===== config.mk =====
export PLATFORM = sky130hd
export DESIGN_NAME = hart_rate_meter_flat
export DESIGN_NICKNAME = d
export VERILOG_FILES = /design/src/rtl/hart_pkg.sv /design/src/rtl/hart_rate_meter_if.sv /design/src/rtl/pulse_sync_edge.sv /design/src/rtl/hart_rate_meter.sv /design/src/flat_wrapper.sv
export SDC_FILE = /design/constraint.sdc
export NUM_CORES = 1
export LEC_CHECK = 0
export BUFFER_PORTS_ARGS = -buffer_cell sky130_fd_sc_hd__buf_2
export CORE_ASPECT_RATIO = 1.25
export CORE_UTILIZATION = 55
export CTS_CLUSTER_SIZE = 8
export DETAILED_ROUTE_END_ITERATION = 10
export GPL_TIMING_DRIVEN = 0
export PLACE_DENSITY_LB_ADDON = 0.15
export SETUP_SLACK_MARGIN = 0.1
export SYNTH_ARGS = -nofsm -noshare
export SYNTH_HDL_FRONTEND = slang
export SYNTH_SLANG_ARGS = --single-unit
export TNS_END_PERCENT = 20

===== constraint.sdc =====
create_clock -name clk -period 4.09 [get_ports clk]
set_clock_uncertainty 0.05 [all_clocks]
set_input_delay 1.227 -clock clk [delete_from_list [all_inputs] [get_ports clk]]
set_output_delay 1.227 -clock clk [all_outputs]
set_load 0.01 [all_outputs]

===== src/rtl/hart_pkg.sv =====
// hart_pkg -- shared definitions for the heart-rate meter.
//   hart_state_e : tracking FSM state encoding
//   *_DEF        : default values for the hart_rate_meter parameters
package hart_pkg;

  typedef enum logic [1:0] {
    ST_IDLE    = 2'd0,
    ST_ACQUIRE = 2'd1,
    ST_TRACK   = 2'd2,
    ST_LOST    = 2'd3
  } hart_state_e;

  localparam int unsigned TICK_DIV_DEF   = 50000;
  localparam int unsigned CNT_W_DEF      = 12;
  localparam int unsigned AVG_LOG2_DEF   = 2;
  localparam int unsigned LEVEL_W_DEF    = 8;
  localparam int unsigned MIN_IVL_DEF    = 250;
  localparam int unsigned MAX_IVL_DEF    = 2000;
  localparam int unsigned STRESS_IVL_DEF = 500;
  localparam int unsigned LVL_SHIFT_DEF  = 3;

endpackage


===== src/rtl/hart_rate_meter_if.sv =====
// hart_rate_meter_if -- heartbeat input and rate outputs of the meter.
//   hartin  : raw heartbeat pulse (asynchronous to clk)
//   hartvol : heart-rate level, 0 unless locked
//   beat    : one-cycle pulse per accepted beat
//   locked  : tracking a stable rhythm
//   stress  : locked and average interval below the stress threshold
//   lost    : rhythm timed out
// master = pulse source / observer, slave = the meter.
interface hart_rate_meter_if
  import hart_pkg::*;
#(
  parameter int unsigned LEVEL_W = LEVEL_W_DEF
);

  logic               hartin;
  logic [LEVEL_W-1:0] hartvol;
  logic               beat;
  logic               locked;
  logic               stress;
  logic               lost;

  modport master (
    output hartin,
    input  hartvol, beat, locked, stress, lost
  );

  modport slave (
    input  hartin,
    output hartvol, beat, locked, stress, lost
  );

endinterface


===== src/rtl/pulse_sync_edge.sv =====
// pulse_sync_edge -- two-flop synchronizer followed by a registered
// rising-edge detector.
//   clk, reset : clock and synchronous active-high reset
//   async_i    : asynchronous input level
//   edge_o     : one-cycle pulse, high 3 edges after async_i is first sampled high
module pulse_sync_edge (
  input  logic clk,
  input  logic reset,
  input  logic async_i,
  output logic edge_o
);

  logic [1:0] sync_q;
  logic       prev_q;
  logic       edge_q;

  always_ff @(posedge clk) begin
    if (reset) begin
      sync_q <= '0;
      prev_q <= 1'b0;
      edge_q <= 1'b0;
    end else begin
      sync_q <= {sync_q[0], async_i};
      prev_q <= sync_q[1];
      edge_q <= sync_q[1] & ~prev_q;
    end
  end

  assign edge_o = edge_q;

endmodule


===== src/rtl/hart_rate_meter.sv =====
// hart_rate_meter -- measures the interval between heartbeat pulses in
// ticks, averages the last 2^AVG_LOG2 intervals and maps the average to a
// rate level.
//   clk, reset : clock and synchronous active-high reset
//   bus        : hart_rate_meter_if.slave (hartin in; hartvol, beat,
//                locked, stress, lost out)
//
// state      | meaning
// -----------+-----------------------------------------------------------
// ST_IDLE    | after reset, waiting for the first pulse
// ST_ACQUIRE | filling the averaging window
// ST_TRACK   | window full, level and stress valid
// ST_LOST    | no accepted pulse for MAX_IVL ticks, window discarded
module hart_rate_meter
  import hart_pkg::*;
#(
  parameter int unsigned TICK_DIV   = TICK_DIV_DEF,
  parameter int unsigned CNT_W      = CNT_W_DEF,
  parameter int unsigned AVG_LOG2   = AVG_LOG2_DEF,
  parameter int unsigned LEVEL_W    = LEVEL_W_DEF,
  parameter int unsigned MIN_IVL    = MIN_IVL_DEF,
  parameter int unsigned MAX_IVL    = MAX_IVL_DEF,
  parameter int unsigned STRESS_IVL = STRESS_IVL_DEF,
  parameter int unsigned LVL_SHIFT  = LVL_SHIFT_DEF
) (
  input  logic             clk,
  input  logic             reset,
  hart_rate_meter_if.slave bus
);

  localparam int DEPTH  = 2 ** AVG_LOG2;
  localparam int SUM_W  = CNT_W + AVG_LOG2;
  localparam int FILL_W = AVG_LOG2 + 1;
  localparam int PRE_W  = (TICK_DIV > 1) ? $clog2(TICK_DIV) : 1;

  localparam logic [PRE_W-1:0] TICK_LAST = PRE_W'(TICK_DIV - 1);
  localparam logic [CNT_W-1:0] MIN_C     = CNT_W'(MIN_IVL);
  localparam logic [CNT_W-1:0] MAX_C     = CNT_W'(MAX_IVL);
  localparam logic [CNT_W-1:0] STRESS_C  = CNT_W'(STRESS_IVL);
  localparam logic [31:0]      LVL_MAX   = (32'd1 << LEVEL_W) - 32'd1;

  logic edge_pulse;

  pulse_sync_edge u_sync (
    .clk     (clk),
    .reset   (reset),
    .async_i (bus.hartin),
    .edge_o  (edge_pulse)
  );

  hart_state_e         state_q, state_d;
  logic [PRE_W-1:0]    presc_q, presc_d;
  logic [CNT_W-1:0]    cnt_q, cnt_d;
  logic [AVG_LOG2-1:0] ptr_q, ptr_d;
  logic [FILL_W-1:0]   fill_q, fill_d;
  logic [SUM_W-1:0]    sum_q, sum_d;
  logic                beat_q, beat_d;
  logic [LEVEL_W-1:0]  hartvol_q, hartvol_d;
  logic                stress_q, stress_d;
  logic [CNT_W-1:0]    win_q [DEPTH];

  logic             tick;
  logic             accept;
  logic             win_clr;
  logic             win_we;
  logic             track_stable;
  logic [CNT_W-1:0] avg;
  logic [31:0]      lvl_raw;

  assign tick = (presc_q == TICK_LAST);
  assign avg  = CNT_W'(sum_q >> AVG_LOG2);

  always_comb begin
    presc_d = tick ? '0 : presc_q + 1'b1;
    state_d = state_q;
    cnt_d   = cnt_q;
    ptr_d   = ptr_q;
    fill_d  = fill_q;
    sum_d   = sum_q;
    beat_d  = 1'b0;
    accept  = 1'b0;
    win_clr = 1'b0;
    win_we  = 1'b0;

    if (tick && (cnt_q != MAX_C)) begin
      cnt_d = cnt_q + 1'b1;
    end

    case (state_q)
      ST_IDLE, ST_LOST: begin
        if (edge_pulse) begin
          accept  = 1'b1;
          win_clr = 1'b1;
          ptr_d   = '0;
          fill_d  = '0;
          sum_d   = '0;
          state_d = ST_ACQUIRE;
        end
      end
      ST_ACQUIRE, ST_TRACK: begin
        if (edge_pulse && (cnt_q >= MIN_C)) begin
          // Captured value is cnt_q, so a coincident tick is discarded.
          // Unfilled slots hold 0, so one update form covers both states.
          accept = 1'b1;
          win_we = 1'b1;
          ptr_d  = ptr_q + 1'b1;
          sum_d  = sum_q + SUM_W'(cnt_q) - SUM_W'(win_q[ptr_q]);
          if (state_q == ST_ACQUIRE) begin
            fill_d = fill_q + 1'b1;
            if (fill_q == FILL_W'(DEPTH - 1)) begin
              state_d = ST_TRACK;
            end
          end
        end else if (cnt_d == MAX_C) begin
          win_clr = 1'b1;
          ptr_d   = '0;
          fill_d  = '0;
          sum_d   = '0;
          state_d = ST_LOST;
        end
      end
      default: state_d = ST_IDLE;
    endcase

    if (accept) begin
      cnt_d  = '0;
      beat_d = 1'b1;
    end
  end

  // Level and stress follow the registered sum one cycle later; both are
  // forced to 0 on the edge that leaves TRACK and during the entry cycle,
  // when the sum has just been loaded.
  always_comb begin
    track_stable = (state_q == ST_TRACK) && (state_d == ST_TRACK);
    lvl_raw      = '0;
    if (avg < MAX_C) begin
      lvl_raw = 32'(MAX_C - avg) >> LVL_SHIFT;
    end
    hartvol_d = '0;
    stress_d  = 1'b0;
    if (track_stable) begin
      hartvol_d = (lvl_raw > LVL_MAX) ? LEVEL_W'(LVL_MAX) : LEVEL_W'(lvl_raw);
      stress_d  = (avg < STRESS_C);
    end
  end

  always_ff @(posedge clk) begin
    if (reset) begin
      state_q   <= ST_IDLE;
      presc_q   <= '0;
      cnt_q     <= '0;
      ptr_q     <= '0;
      fill_q    <= '0;
      sum_q     <= '0;
      beat_q    <= 1'b0;
      hartvol_q <= '0;
      stress_q  <= 1'b0;
      for (int i = 0; i < DEPTH; i++) begin
        win_q[i] <= '0;
      end
    end else begin
      state_q   <= state_d;
      presc_q   <= presc_d;
      cnt_q     <= cnt_d;
      ptr_q     <= ptr_d;
      fill_q    <= fill_d;
      sum_q     <= sum_d;
      beat_q    <= beat_d;
      hartvol_q <= hartvol_d;
      stress_q  <= stress_d;
      if (win_clr) begin
        for (int i = 0; i < DEPTH; i++) begin
          win_q[i] <= '0;
        end
      end else if (win_we) begin
        win_q[ptr_q] <= cnt_q;
      end
    end
  end

  assign bus.hartvol = hartvol_q;
  assign bus.beat    = beat_q;
  assign bus.stress  = stress_q;
  assign bus.locked  = (state_q == ST_TRACK);
  assign bus.lost    = (state_q == ST_LOST);

endmodule


===== src/flat_wrapper.sv =====
// flat-port wrapper written by rule: the top's interface ports become plain ports
module hart_rate_meter_flat import hart_pkg::*;
#(
  parameter int unsigned TICK_DIV   = TICK_DIV_DEF,
  parameter int unsigned CNT_W      = CNT_W_DEF,
  parameter int unsigned AVG_LOG2   = AVG_LOG2_DEF,
  parameter int unsigned LEVEL_W    = LEVEL_W_DEF,
  parameter int unsigned MIN_IVL    = MIN_IVL_DEF,
  parameter int unsigned MAX_IVL    = MAX_IVL_DEF,
  parameter int unsigned STRESS_IVL = STRESS_IVL_DEF,
  parameter int unsigned LVL_SHIFT  = LVL_SHIFT_DEF
)
  (clk, reset, bus_hartin, bus_hartvol, bus_beat, bus_locked, bus_stress, bus_lost);
  hart_rate_meter_if #(.LEVEL_W(LEVEL_W)) bus_i ();
  input  logic clk;
  input  logic reset;
  input wire logic [$bits(bus_i.hartin)-1:0] bus_hartin;
  output wire logic [$bits(bus_i.hartvol)-1:0] bus_hartvol;
  output wire logic [$bits(bus_i.beat)-1:0] bus_beat;
  output wire logic [$bits(bus_i.locked)-1:0] bus_locked;
  output wire logic [$bits(bus_i.stress)-1:0] bus_stress;
  output wire logic [$bits(bus_i.lost)-1:0] bus_lost;
  assign bus_i.hartin = bus_hartin;
  assign bus_hartvol = bus_i.hartvol;
  assign bus_beat = bus_i.beat;
  assign bus_locked = bus_i.locked;
  assign bus_stress = bus_i.stress;
  assign bus_lost = bus_i.lost;
  hart_rate_meter #(.TICK_DIV(TICK_DIV), .CNT_W(CNT_W), .AVG_LOG2(AVG_LOG2), .LEVEL_W(LEVEL_W), .MIN_IVL(MIN_IVL), .MAX_IVL(MAX_IVL), .STRESS_IVL(STRESS_IVL), .LVL_SHIFT(LVL_SHIFT)) u_core (.clk(clk), .reset(reset), .bus(bus_i));
endmodule

=== Word level (Yosys, flattened, before mapping) ===
Memories as Yosys holds them, arrays and structs flattened. A register that Yosys moved wholly into a read port is not among the register bits.
Cells that the tools add are included.
Widths: inputs -> output; s select.

* Register bits: 63
* RAM bits: 48
* Output and inout bits: 12
* Memories kept: 1

{| class="wikitable"
|+ Memory list
! name !! depth !! bits a word !! read ports !! clocked after Yosys merged registers in !! write ports !! RTL line !! source
|-
| u_core.win_q || 4 || 12 || 1 || 1 || 4 || hart_rate_meter.sv:60 || <nowiki>logic [CNT_W-1:0] win_q [DEPTH];</nowiki>
|}

* Add/subtract/negate cells: 7
* $lt $le $gt $ge: 4
* Equality and inequality tests: 11
* Multiplexer cells: 48
* Bitwise logic cells: 7
* Reduce and logical (&&, ||, !) cells: 12

{| class="wikitable"
|+ Operators by type and width
! kind !! count
|-
| $mux 12 || 6
|-
| $mux 14 || 3
|-
| $gt 29x8->1 const B || 1
|-
| $mux 29 || 1
|-
| $pmux 14 s2 || 1
|-
| $mux 2 || 11
|-
| $add 16x1->16 const B || 1
|-
| $eq 16x16->1 const B || 1
|-
| $mux 1 || 16
|-
| $add 14x12->14 || 1
|-
| $sub 14x12->14 || 1
|-
| $sub 11x12->13 const A || 1
|-
| $add 12x1->12 const B || 1
|-
| $eq 12x11->1 const B || 1
|-
| $ge 12x8->1 const B || 1
|-
| $lt 12x11->1 const B || 1
|-
| $lt 12x9->1 const B || 1
|-
| $mux 3 || 4
|-
| $ne 12x11->1 const B || 1
|-
| $reduce_or 12->1 || 1
|-
| $reduce_or 2->1 || 5
|-
| $mux 8 || 1
|-
| $pmux 2 s2 || 2
|-
| $eq 2x2->1 const B || 3
|-
| other kinds (16) || 23
|}

=== Logic depth before layout (Yosys ltp) ===
Gate-level depths: netlist (run 1).

* Word-level depth: 12
* Depth in mapped cells: 14
* Depth with buffers taken out: 13

=== Cells and area by module ===
A second synthesis (run 1) with hierarchy kept.

* Cells, all modules: 606
* Area total of the unflattened synthesis: 6,193.4 µm²

{| class="wikitable"
|+ By module, submodules not included
! module !! times used !! cells each !! area an instance (µm²) !! sequential area each (µm²)
|-
| hart_rate_meter || 1 || 598 || 6,082.1 || 2,662.6
|-
| pulse_sync_edge || 1 || 8 || 111.4 || 80.1
|}

=== Worst setup path before layout (run 1) ===
OpenSTA, ideal clock, no wires.

* Kind: register to register
* From: reg (tool-made name)
* To: reg u_core.sum_q[13]
* Setup time: 0.117 ns
* Arrival: 3.719 ns
* Required time: 3.923 ns
* Path slack: 0.204 ns
* Stages on the path, launching flop included: 13
* Buffers on the path: 1
* Cell sequence: dfxtp_1 -> buf_1 -> mux4_2 -> fa_1 -> inv_1 -> ha_1 -> and2_1 -> a31o_2 -> a311oi_1 -> nor3b_1 -> a211oi_1 -> xor2_1 -> a22o_1

{| class="wikitable"
|+ RTL lines
! item !! RTL line !! source
|-
| end signal, assigned || hart_rate_meter.sv:168 || <nowiki>sum_q <= sum_d;</nowiki>
|-
| end, declared || hart_rate_meter.sv:56 || <nowiki>logic [SUM_W-1:0] sum_q, sum_d;</nowiki>
|}

==> metrics.md, run 1 <==
| Metric | Value |
|---|---|
| Root Buffer Master | clkbuf_16 |
| # clock sinks | 113 |
| Worst hold path class | register to register |
| Avg Inst Size Synth | 10.4 um^2 |
| RSZ-0062 raised after global routing | true |
| Net count, final | 668 |
| Met1 wire length | 5330 um |
| CP required | 4.34 ns |
| CTS clk-pin slew, worst paths | 0.05 ns |
| Die area | 11600 um^2 |
| Pin count of the biggest net entering global routing | 17 |
| VDD IR max | 0.249 mV |
| CP arrival | 4.13 ns |
| Switch Pwr | 541 uW |
| H-tree levels | 4 |
| Hold Path End | u_core.u_sync.edge_o |
| Period minus WS final | 3.88 ns |
| Clock network power share | 50.0% |
| DR WL/cell | 17.0 um |
| Die H | 120 um |
| Syn Inst Count | 590 |
| Worst-Margin Slew | 0.639 ns |
| Max-slew headroom | 57.3% |
| Global route overflow | 0 |
| Synth top area cells | edfxtp_1 24%, dfxtp_1 21%, ha_1 6.1% |
| Detailed Route WL | 13000 um |
| GP Congestion | 0.827 |
| Vias in the first global route | 4535 |
| Area grow syn2layout | 12.6% |
| Cells on worst reg2reg path | 12 |
| Post-Syn Nets | 635 |
| N_diodes | 0 |
| Max Cap Viol | 0 |
| Pwr/cell area | 375 nW/um^2 |
| TritonCTS Buffers | 17 |
| Pwr Total | 2590 uW |
| Seq/Total Area, Yosys | 44.7% |
| Post-DP HPWL | 9790 um |
| Final setup viols | 0 |
| Layout cells sized above 1 | 12.1% |
| Async set-reset flop share out of synthesis | 0% |
| Core Area | 10700 um^2 |
| Post-synth EDFFs | 48 |
| Setup Crit Path Kind | register to register |
| DRC Markers | 0 |
| Die Wd | 96.4 um |
| Critical Path End Type | register |
| DR top layer | met4 |
| Startpoint Class | register |
| Register bit total from synthesis | 113 |
| Fmax | 258 MHz |
| Clock Latency Late Sink | 0.41 ns |
| Vias per cell | 5.77 |
| Gr usage total | 25.0% |
| Initial drt markers | 356 |
| Fillers | 869 |
| Synth unique cells | 59 |
| Power Internal | 2050 uW |
| FF+latch area | 2740 um^2 |
| Status | finished, final reports clean |
| Multi-input gate area | 3050 um^2 |
| Flop2flop setup slack | 0.21 ns |
| First-pass GRT wire length | 21500 um |
| Synth top area share | 23.5% |
| Pre-antenna DRT Iters | 5 |
| IO Count | 15 |
| Yosys top cell by area | edfxtp_1 |
| Top FF cell, synth | dfxtp_1 |
| Via count | 4431 |
| Net Sw Frac | 20.9% |
| Clock Path Buffers | 2 |
| Met3 Wirelength | 484 um |
| Post-Syn Area | 6130 um^2 |
| Antenna viol nets, final | 0 |
| IO buf count | 14 |
| Worst hold start | u_core.u_sync.prev_q |
| Initial Util | 57.2% |
| Logic pwr share | 3.3% |
| RR Endpoint | u_core.sum_q[13] |
| Max-slew violations | 0 |
| Initial antenna violation count | 0 |
| Register share of total power | 46.7% |
| Hold depth | 1 |
| Final cycle utilization of the critical path | 94.9% |
| Postcts setup bufs | 0 |
| CTS tree | built |
| Row cnt | 42 |
| Leakage | 0.00289 uW |
| Crit Path Max Fanout | 10 |
| Setup TNS | 0 ns |
| Hold Vio Cnt, Final | 0 |
| Yosys warns | 0 |
| Metal2 WL | 6910 um |
-- cell usage in the layout (no fill, tap or decap), drive strengths merged, types with 5 or more instances in the layout --
cell type	Yosys	layout
a22o	14	14
edfxtp	48	48
dfxtp	65	65
a211oi	6	6
nand4	7	7
nand2	16	16
xnor2	25	25
nand2b	8	8
clkinv	0	5
mux4	12	12
fa	12	12
buf	4	17
nor3	13	13
or3	7	7
nand3	19	19
xor2	9	9
a21oi	21	21
clkbuf	23	50
and3	57	57
ha	30	30
a21o	10	10
o21ai	19	19
nor2	45	45
inv	64	65
nor2b	6	6
-- sequential cells by signal, indices dropped and copies added, names as in the netlist, named ones only --
signal	count
u_core.bus.beat	1
u_core.u_sync.edge_o	1
u_core.bus.hartvol	8
u_core.sum_q	14
u_core.fill_q	3
u_core.u_sync.prev_q	1
u_core.state_q	2
u_core.win_q	48
u_core.u_sync.sync_q	2
u_core.ptr_q	2
u_core.bus.stress	1
u_core.presc_q	16
u_core.cnt_q	12
-- Yosys cell counts (all sizes together), types with 4 or more instances --
| cell type | n |
|---|---|
| fa | 12 |
| mux4 | 12 |
| or4 | 4 |
| clkbuf | 23 |
| ha | 30 |
| xor2 | 9 |
| and3 | 57 |
| or3 | 7 |
| a21oi | 21 |
| nor2 | 45 |
| xnor2 | 25 |
| edfxtp | 48 |
| a211oi | 6 |
| nand4 | 7 |
| nand3 | 19 |
| a21o | 10 |
| nor3 | 13 |
| o21ai | 19 |
| nand2b | 8 |
| inv | 64 |
| nor2b | 6 |
| dfxtp | 65 |
| and2 | 4 |
| a22o | 14 |
| buf | 4 |
| nand2 | 16 |
| a31oi | 4 |
-- kinds of logic after synthesis --
kind of cell             after synthesis  synth area share [%]
AO/OA/AOI/OAI                         94                  11.2
XOR/XNOR                              34                  4.86
adder cells (fa/ha/maj)               42                  10.0
buffers and inverters                 91                  5.63
flip-flops                           113                  44.7
multiplexers                          13                  4.59
AND/OR/NAND/NOR                      203                  19.0
-- per-stage QoR --
stage	hold WS, ns	util [%]	setup WS [ns]	area [um^2]	instances
after global placement	0.323	59.4	-0.207	6360	736
after CTS	0.356	64.3	0.102	6890	768
final	0.353	64.4	0.208	6900	768
after global routing	0.361	64.4	-0.0118	6900	768
after detailed placement	0.344	59.4	-0.398	6360	736
after floorplan	0.317	-	0.204	6130	590
-- final cells by class --
class | instances | share of cell area, %
plain buffers | 27 | 1.60
clock buffers | 26 | 7.09
clock inverters | 6 | 0.453
inverters | 64 | 3.48
multi-input cells | 386 | 44.2
flip-flops and latches | 113 | 39.7
well taps | 132 | 2.39
repair buffers | 14 | 1.02
-- worst max-delay path by stage --
stage / startpoint / endpoint / slack (ns)
2_1_floorplan: register / u_core.sum_q[13] / 0.20
3_3_place_gp: register / u_core.sum_q[13] / -0.21
3_5_place_dp: register / u_core.sum_q[13] / -0.40
4_1_cts: register / u_core.sum_q[13] / 0.10
5_1_grt: register / u_core.sum_q[13] / -0.01
6_report: register / u_core.sum_q[13] / 0.21
-- worst max-delay path, cell delays in order (launching register included) --
cell,delay (ns)
dfxtp_1,0.42
clkbuf_4,0.31
mux4_2,0.54
fa_1,0.49
inv_1,0.04
ha_1,0.24
a211oi_1,0.36
o21ai_0,0.25
a311oi_2,0.38
nor3b_1,0.11
a211oi_1,0.29
xor2_1,0.11
a22o_1,0.18
-- per-layer routing --
layer	track usage (%)	vias to the layer above
met5	0	-
li1	-	2166
met1	28.1	2132
met2	43.8	102
met3	6.15	31
met4	11.5	0
-- repair_timing --
item,in CTS,in global routing
resized for setup,5,7
cloned,0,0
hold buffers,0,0
endpoints found under the setup margin,3,49
-- power by group through the flow --
stage          Sequential, uW  Clock [uW]  Combinational (uW)
2_1_floorplan            1230           0                62.8
3_3_place_gp             1230           0                79.6
3_5_place_dp             1230           0                82.3
4_1_cts                  1210        1300                83.5
5_1_grt                  1210        1360                93.1
6_report                 1210        1300                84.1
(Power assumes the default switching activity.)
==> run 2: changes to the inputs <==
--- a/config.mk
+++ b/config.mk
@@ -7,11 +7,11 @@
 export LEC_CHECK = 0
 export BUFFER_PORTS_ARGS = -buffer_cell sky130_fd_sc_hd__buf_2
 export CORE_ASPECT_RATIO = 1.25
-export CORE_UTILIZATION = 55
+export CORE_MARGIN = 1.5
+export CORE_UTILIZATION = 25
 export CTS_CLUSTER_SIZE = 8
 export DETAILED_ROUTE_END_ITERATION = 10
 export GPL_TIMING_DRIVEN = 0
-export PLACE_DENSITY_LB_ADDON = 0.15
 export SETUP_SLACK_MARGIN = 0.1
 export SYNTH_ARGS = -nofsm -noshare
 export SYNTH_HDL_FRONTEND = slang
==> run 2 against run 1 <==
Effect of this change:
- via count fell by 3.5%
- count of clock-buffer cells in the layout fell by 7
- clock power rose by 12%
- register-to-register slack improved by 0.12 ns
- cell count rose by 25%
- cell area rose by 4.6%
- sequential power barely moved
- flip-flop and latch count did not move
- highest routed layer unchanged
==> metrics.md, run 2 (synthesis gave the netlist of run 1 again) <==
| Metric | Value |
|---|---|
| Slowest cell delay on critical path | 0.49 ns |
| Die Wd | 143 um |
| Biggest regs | u_core.win_q x48, u_core.presc_q x16, u_core.sum_q x14 |
| Most common cell after layout, fill and taps aside | dfxtp_1 |
| Global route overflow | 0 |
| Startpoint Class | register |
| DRC Markers | 0 |
| Worst-path cell chain | clkbuf_1 > mux4_2 > fa_1 > inv_1 > ha_1 > o21ai_0 > o21ai_0 > a311oi_2 > nor3b_1 > a211oi_1 > xor2_1 > a22o_1 |
| N_diodes | 0 |
| CTS clk-pin slew, worst paths | 0.05 ns |
| Worst hold start | u_core.u_sync.prev_q |
| Fmax | 266 MHz |
| Power Internal | 2180 uW |
| Leakage | 0.00291 uW |
| CP delay by family, top | compound AO/OA/AOI/OAI gates |
| DP Worst Slack | -0.349 ns |
| Fillers | 2452 |
| VDD IR max | 0.290 mV |
| Logic pwr share | 3.0% |
| Dpl cell area | 6610 um^2 |
| Row cnt | 63 |
| RR Endpoint | u_core.sum_q[13] |
| Area grow syn2layout | 17.7% |
| Clock network power share | 53.1% |
| First-pass GRT wire length | 21800 um |
| Initial Util | 25.7% |
| Most used cell, CP | o21ai_0 |
| CTS tree | built |
| TritonCTS Buffers | 17 |
| Die area | 25500 um^2 |
| Setup TNS | 0 ns |
| Status | finished, final reports clean |
| Top reg by flops | u_core.win_q |
| Max Cap Viol | 0 |
| Flop2flop setup slack | 0.33 ns |
| Initial drt markers | 232 |
| Design Area, Final | 7220 um^2 |
| Max-slew headroom | 54.4% |
| Hold Path End | u_core.u_sync.edge_o |
| Crit Path Max Fanout | 10 |
| GP Congestion | 0.774 |
| Vias in the first global route | 4313 |
| Final setup viols | 0 |
| Vias per cell | 4.44 |
| Switch Pwr | 575 uW |
| Gr usage total | 11.1% |
| DR WL/cell | 13.4 um |
| Core Area | 23900 um^2 |
| H-tree levels | 4 |
| Antenna viol nets, final | 0 |
| Net count, final | 670 |
| FF+latch area | 2740 um^2 |
| Period minus WS final | 3.76 ns |
| Worst-Margin Slew | 0.682 ns |
| Setup Crit Path Kind | register to register |
| Max FFs per register | 48 |
| IO buf count | 14 |
| Register share of total power | 43.9% |
| Die H | 178 um |
| Critical Path End Type | register |
| Pwr/cell area | 381 nW/um^2 |
| IO Count | 15 |
| Net Sw Frac | 20.9% |
| Placed insts | 929 |
| Multi-input gate area | 3050 um^2 |
| Pin count of the biggest net entering global routing | 17 |
| CP max stage cell | fa_1 |
| Final cycle utilization of the critical path | 92.0% |
| Post-DP HPWL | 9790 um |
| Hold Vio Cnt, Final | 0 |
| WP depth | 12 |
| Max-slew violations | 0 |
| Initial antenna violation count | 0 |
| Clock Latency Late Sink | 0.42 ns |
| Pre-antenna DRT Iters | 5 |
| Layout cells sized above 1 | 12.2% |
| Commonest cells after routing, fill and taps aside | 65 x dfxtp_1, 63 x inv_1, 57 x and3_1 |
| CP arrival | 4.02 ns |
| Worst hold path class | register to register |
| Root Buffer Master | clkbuf_16 |
| Clock Path Buffers | 2 |
| Hold depth | 1 |
| Post-route insts no fill | 963 |
| Worst setup margin | 0.329 ns |
| Via count | 4274 |
| # clock sinks | 113 |
| CP required | 4.35 ns |
| Buf+Inv Stages, Crit Path | 2 |
| Cells on worst reg2reg path | 12 |
| Detailed Route WL | 12900 um |
| RSZ-0062 raised after global routing | true |
run 2: power groups by stage:
| stage | sequential, uW | combinational (uW) | clock, uW |
|---|---|---|---|
| floorplan | 1230 | 62.8 | 0 |
| global placement | 1230 | 81.7 | 0 |
| detailed placement | 1230 | 82.9 | 0 |
| CTS | 1210 | 83.5 | 1480 |
| global route | 1210 | 95.0 | 1530 |
| finish | 1210 | 83.3 | 1460 |
run 2: metrics by stage:
step	hold slack [ns]	util, %	power [uW]
3_3_place_gp	0.325	27.7	1310
5_1_grt	0.353	30.2	2840
6_report	0.328	30.2	2750
4_1_cts	0.332	30.1	2770
2_1_floorplan	0.317	-	1290
3_5_place_dp	0.324	27.7	1310
run 2: per-layer routing:
| layer | routed length [um] | track usage, % |
|---|---|---|
| met1 | 5480 | 12.7 |
| met2 | 6800 | 19.8 |
| met3 | 451 | 2.77 |
| met4 | 188 | 3.91 |
| met5 | 0 | 0 |
run 2: worst max-delay path by stage:
stage	slack [ns]	startpoint	to
2_1_floorplan	0.20	register	u_core.sum_q[13]
3_3_place_gp	-0.32	register	u_core.sum_q[13]
3_5_place_dp	-0.35	register	u_core.sum_q[13]
4_1_cts	0.15	u_core.cnt_q[0]	u_core.win_q[0][1]
5_1_grt	0.08	register	u_core.sum_q[13]
6_report	0.33	register	u_core.sum_q[13]
run 2: cell type report:
cell class / instances / area share, %
buffer: 27 / 1.53
clock inverter: 13 / 1.99
tap: 325 / 5.64
inverter: 64 / 3.33
sequential: 113 / 38.0
clock buffer: 19 / 6.00
timing repair buffer: 16 / 1.18
multi-input combinational: 386 / 42.3
run 2: timing repair:
action                                  4_1_cts  5_1_grt
pin swaps                                     0        1
gates cloned                                  0        0
gates resized for setup                       2        6
hold buffers                                  0        0
buffers inserted                              0        2
endpoints found under the setup margin        3       49
==> run 3: changes to the inputs <==
--- a/config.mk
+++ b/config.mk
@@ -12,6 +12,7 @@
 export CTS_CLUSTER_SIZE = 8
 export DETAILED_ROUTE_END_ITERATION = 10
 export GPL_TIMING_DRIVEN = 0
+export RECOVER_POWER = 50
 export SETUP_SLACK_MARGIN = 0.1
 export SYNTH_ARGS = -nofsm -noshare
 export SYNTH_HDL_FRONTEND = slang
==> run 3 against run 2 <==
Effect of this change:
- global-route usage stayed put
- cell area is 0.43% lower
- die area stayed put
- core utilization is 0.13 points lower
- sequential power hardly changed
- register-to-register slack hardly changed
- first-iteration DRC count is 13% higher
- power hardly changed
- count of clock-buffer cells in the layout stayed put
- setup slack hardly changed
- fmax hardly changed
- largest cell class unchanged
==> metrics.md, run 3 (synthesis gave the netlist of run 1 again) <==
| Metric | Value |
|---|---|
| Status | finished, final reports clean |
| Vias in the first global route | 4313 |
| Power Internal | 2170 uW |
| Area grow syn2layout | 17.2% |
| RSZ-0062 raised after global routing | true |
| Buf+Inv Stages, Crit Path | 2 |
| Max-slew violations | 0 |
| CP delay by family, top | compound AO/OA/AOI/OAI gates |
| Initial antenna violation count | 0 |
| Hold Path End | u_core.u_sync.edge_o |
| Die Wd | 143 um |
| Via count | 4247 |
| Initial Util | 25.7% |
| DR WL/cell | 13.5 um |
| Setup Crit Path Kind | register to register |
| Max Cap Viol | 0 |
| DRC Markers | 0 |
| Critical Path End Type | register |
| Period minus WS final | 3.76 ns |
| Final setup viols | 0 |
| Vias per cell | 4.41 |
| Worst-Margin Slew | 0.681 ns |
| Startpoint Class | register |
| N_diodes | 0 |
| Slowest cell delay on critical path | 0.49 ns |
| Biggest regs | u_core.win_q x48, u_core.presc_q x16, u_core.sum_q x14 |
| Row cnt | 63 |
| TritonCTS Buffers | 17 |
| Clock Latency Late Sink | 0.42 ns |
| Hold slack | 0.328 ns |
| Antenna viol nets, final | 0 |
| Max-slew headroom | 54.4% |
| Die H | 178 um |
| Core Area | 23900 um^2 |
| CP max stage cell | fa_1 |
| Most common cell after layout, fill and taps aside | dfxtp_1 |
| Pin count of the biggest net entering global routing | 17 |
| Detailed Route WL | 13000 um |
| Switch Pwr | 578 uW |
| Root Buffer Master | clkbuf_16 |
| Gr usage total | 11.1% |
| VDD IR max | 0.295 mV |
| Post-DP HPWL | 9790 um |
| Pwr Total | 2750 uW |
| First-pass GRT wire length | 21800 um |
| Flop2flop setup slack | 0.33 ns |
| Clock network power share | 53.1% |
| Commonest cells after routing, fill and taps aside | 65 x dfxtp_1, 63 x inv_1, 57 x and3_1 |
| CP required | 4.35 ns |
| Die area | 25500 um^2 |
| # clock sinks | 113 |
| Pwr/cell area | 383 nW/um^2 |
| IO Count | 15 |
| Layout cells sized above 1 | 10.0% |
| Global route overflow | 0 |
| Net count, final | 670 |
| Clock Path Buffers | 2 |
| H-tree levels | 4 |
| GP Congestion | 0.774 |
| IO buf count | 14 |
| CP arrival | 4.02 ns |
| RR Endpoint | u_core.sum_q[13] |
| Most used cell, CP | o21ai_0 |
| Worst hold path class | register to register |
| Initial drt markers | 261 |
| Register share of total power | 43.9% |
| Hold Vio Cnt, Final | 0 |
| Leakage | 0.00284 uW |
| Crit Path Max Fanout | 10 |
| Worst-path cell chain | clkbuf_1 > mux4_2 > fa_1 > inv_1 > ha_1 > o21ai_0 > o21ai_0 > a311oi_2 > nor3b_1 > a211oi_1 > xor2_1 > a22o_1 |
| Hold depth | 1 |
| CTS clk-pin slew, worst paths | 0.05 ns |
| Top reg by flops | u_core.win_q |
| Net Sw Frac | 21.0% |
| Max FFs per register | 48 |
| Cells on worst reg2reg path | 12 |
| CTS tree | built |
| Pre-antenna DRT Iters | 4 |
| Logic pwr share | 3.0% |
| Fmax | 266 MHz |
| Worst hold start | u_core.u_sync.prev_q |
| Final cycle utilization of the critical path | 92.0% |
run 3: changes by cell type in the layout (fill, tap and decap cells not counted), sizes merged:
cell	before	now
clkbuf	42	55
buf	20	7
run 3: layer usage:
layer | vias up | wire [um] | track usage [%]
met3 | 12 | 337 | 2.77
met5 | - | 0 | 0
li1 | 2176 | - | -
met1 | 2008 | 5590 | 12.7
met4 | 0 | 178 | 3.91
met2 | 51 | 6860 | 19.8
run 3: what timing repair did:
action,CTS,global route
gates resized for setup,2,6
setup buffers,0,2
setup endpoints to repair,3,49
hold buffers,0,0
pin swaps,0,1
cloned,0,0
run 3: stage by stage:
stage | instances | worst slack, ns | utilization, % | setup TNS, ns | instance area [um^2]
after floorplan | 590 | 0.204 | - | 0 | 6130
after global placement | 929 | -0.318 | 27.7 | -0.453 | 6610
after detailed placement | 929 | -0.349 | 27.7 | -0.508 | 6610
after CTS | 961 | 0.146 | 30.1 | 0 | 7190
after global routing | 963 | 0.0786 | 30.1 | 0 | 7180
final | 963 | 0.329 | 30.1 | 0 | 7180
run 3: worst max-delay path by stage:
| stage | start | endpoint | slack, ns | depth (start not counted) |
|---|---|---|---|---|
| 5_1_grt | register | u_core.sum_q[13] | 0.08 | 12 |
| 3_5_place_dp | register | u_core.sum_q[13] | -0.35 | 12 |
| 4_1_cts | u_core.cnt_q[0] | u_core.win_q[0][1] | 0.15 | 10 |
| 2_1_floorplan | register | u_core.sum_q[13] | 0.20 | 12 |
| 6_report | register | u_core.sum_q[13] | 0.33 | 12 |
| 3_3_place_gp | register | u_core.sum_q[13] | -0.32 | 12 |
run 3: cell type report:
class	instances	area (um^2)
Fill cell	2456	16700
Sequential cell	113	2740
Inverter	64	240
Clock buffer	19	433
Timing Repair Buffer	16	68.8
Buffer	27	110
Tap cell	325	407
Clock inverter	13	144
Multi-Input combinational cell	386	3040
run 3: power by group through the flow:
stage / combinational, uW / sequential, uW / clock [uW]
final: 82.9 / 1210 / 1460
after global routing: 94.8 / 1210 / 1530
after CTS: 83.5 / 1210 / 1480
after detailed placement: 82.9 / 1230 / 0
after global placement: 81.7 / 1230 / 0
after floorplan: 62.8 / 1230 / 0
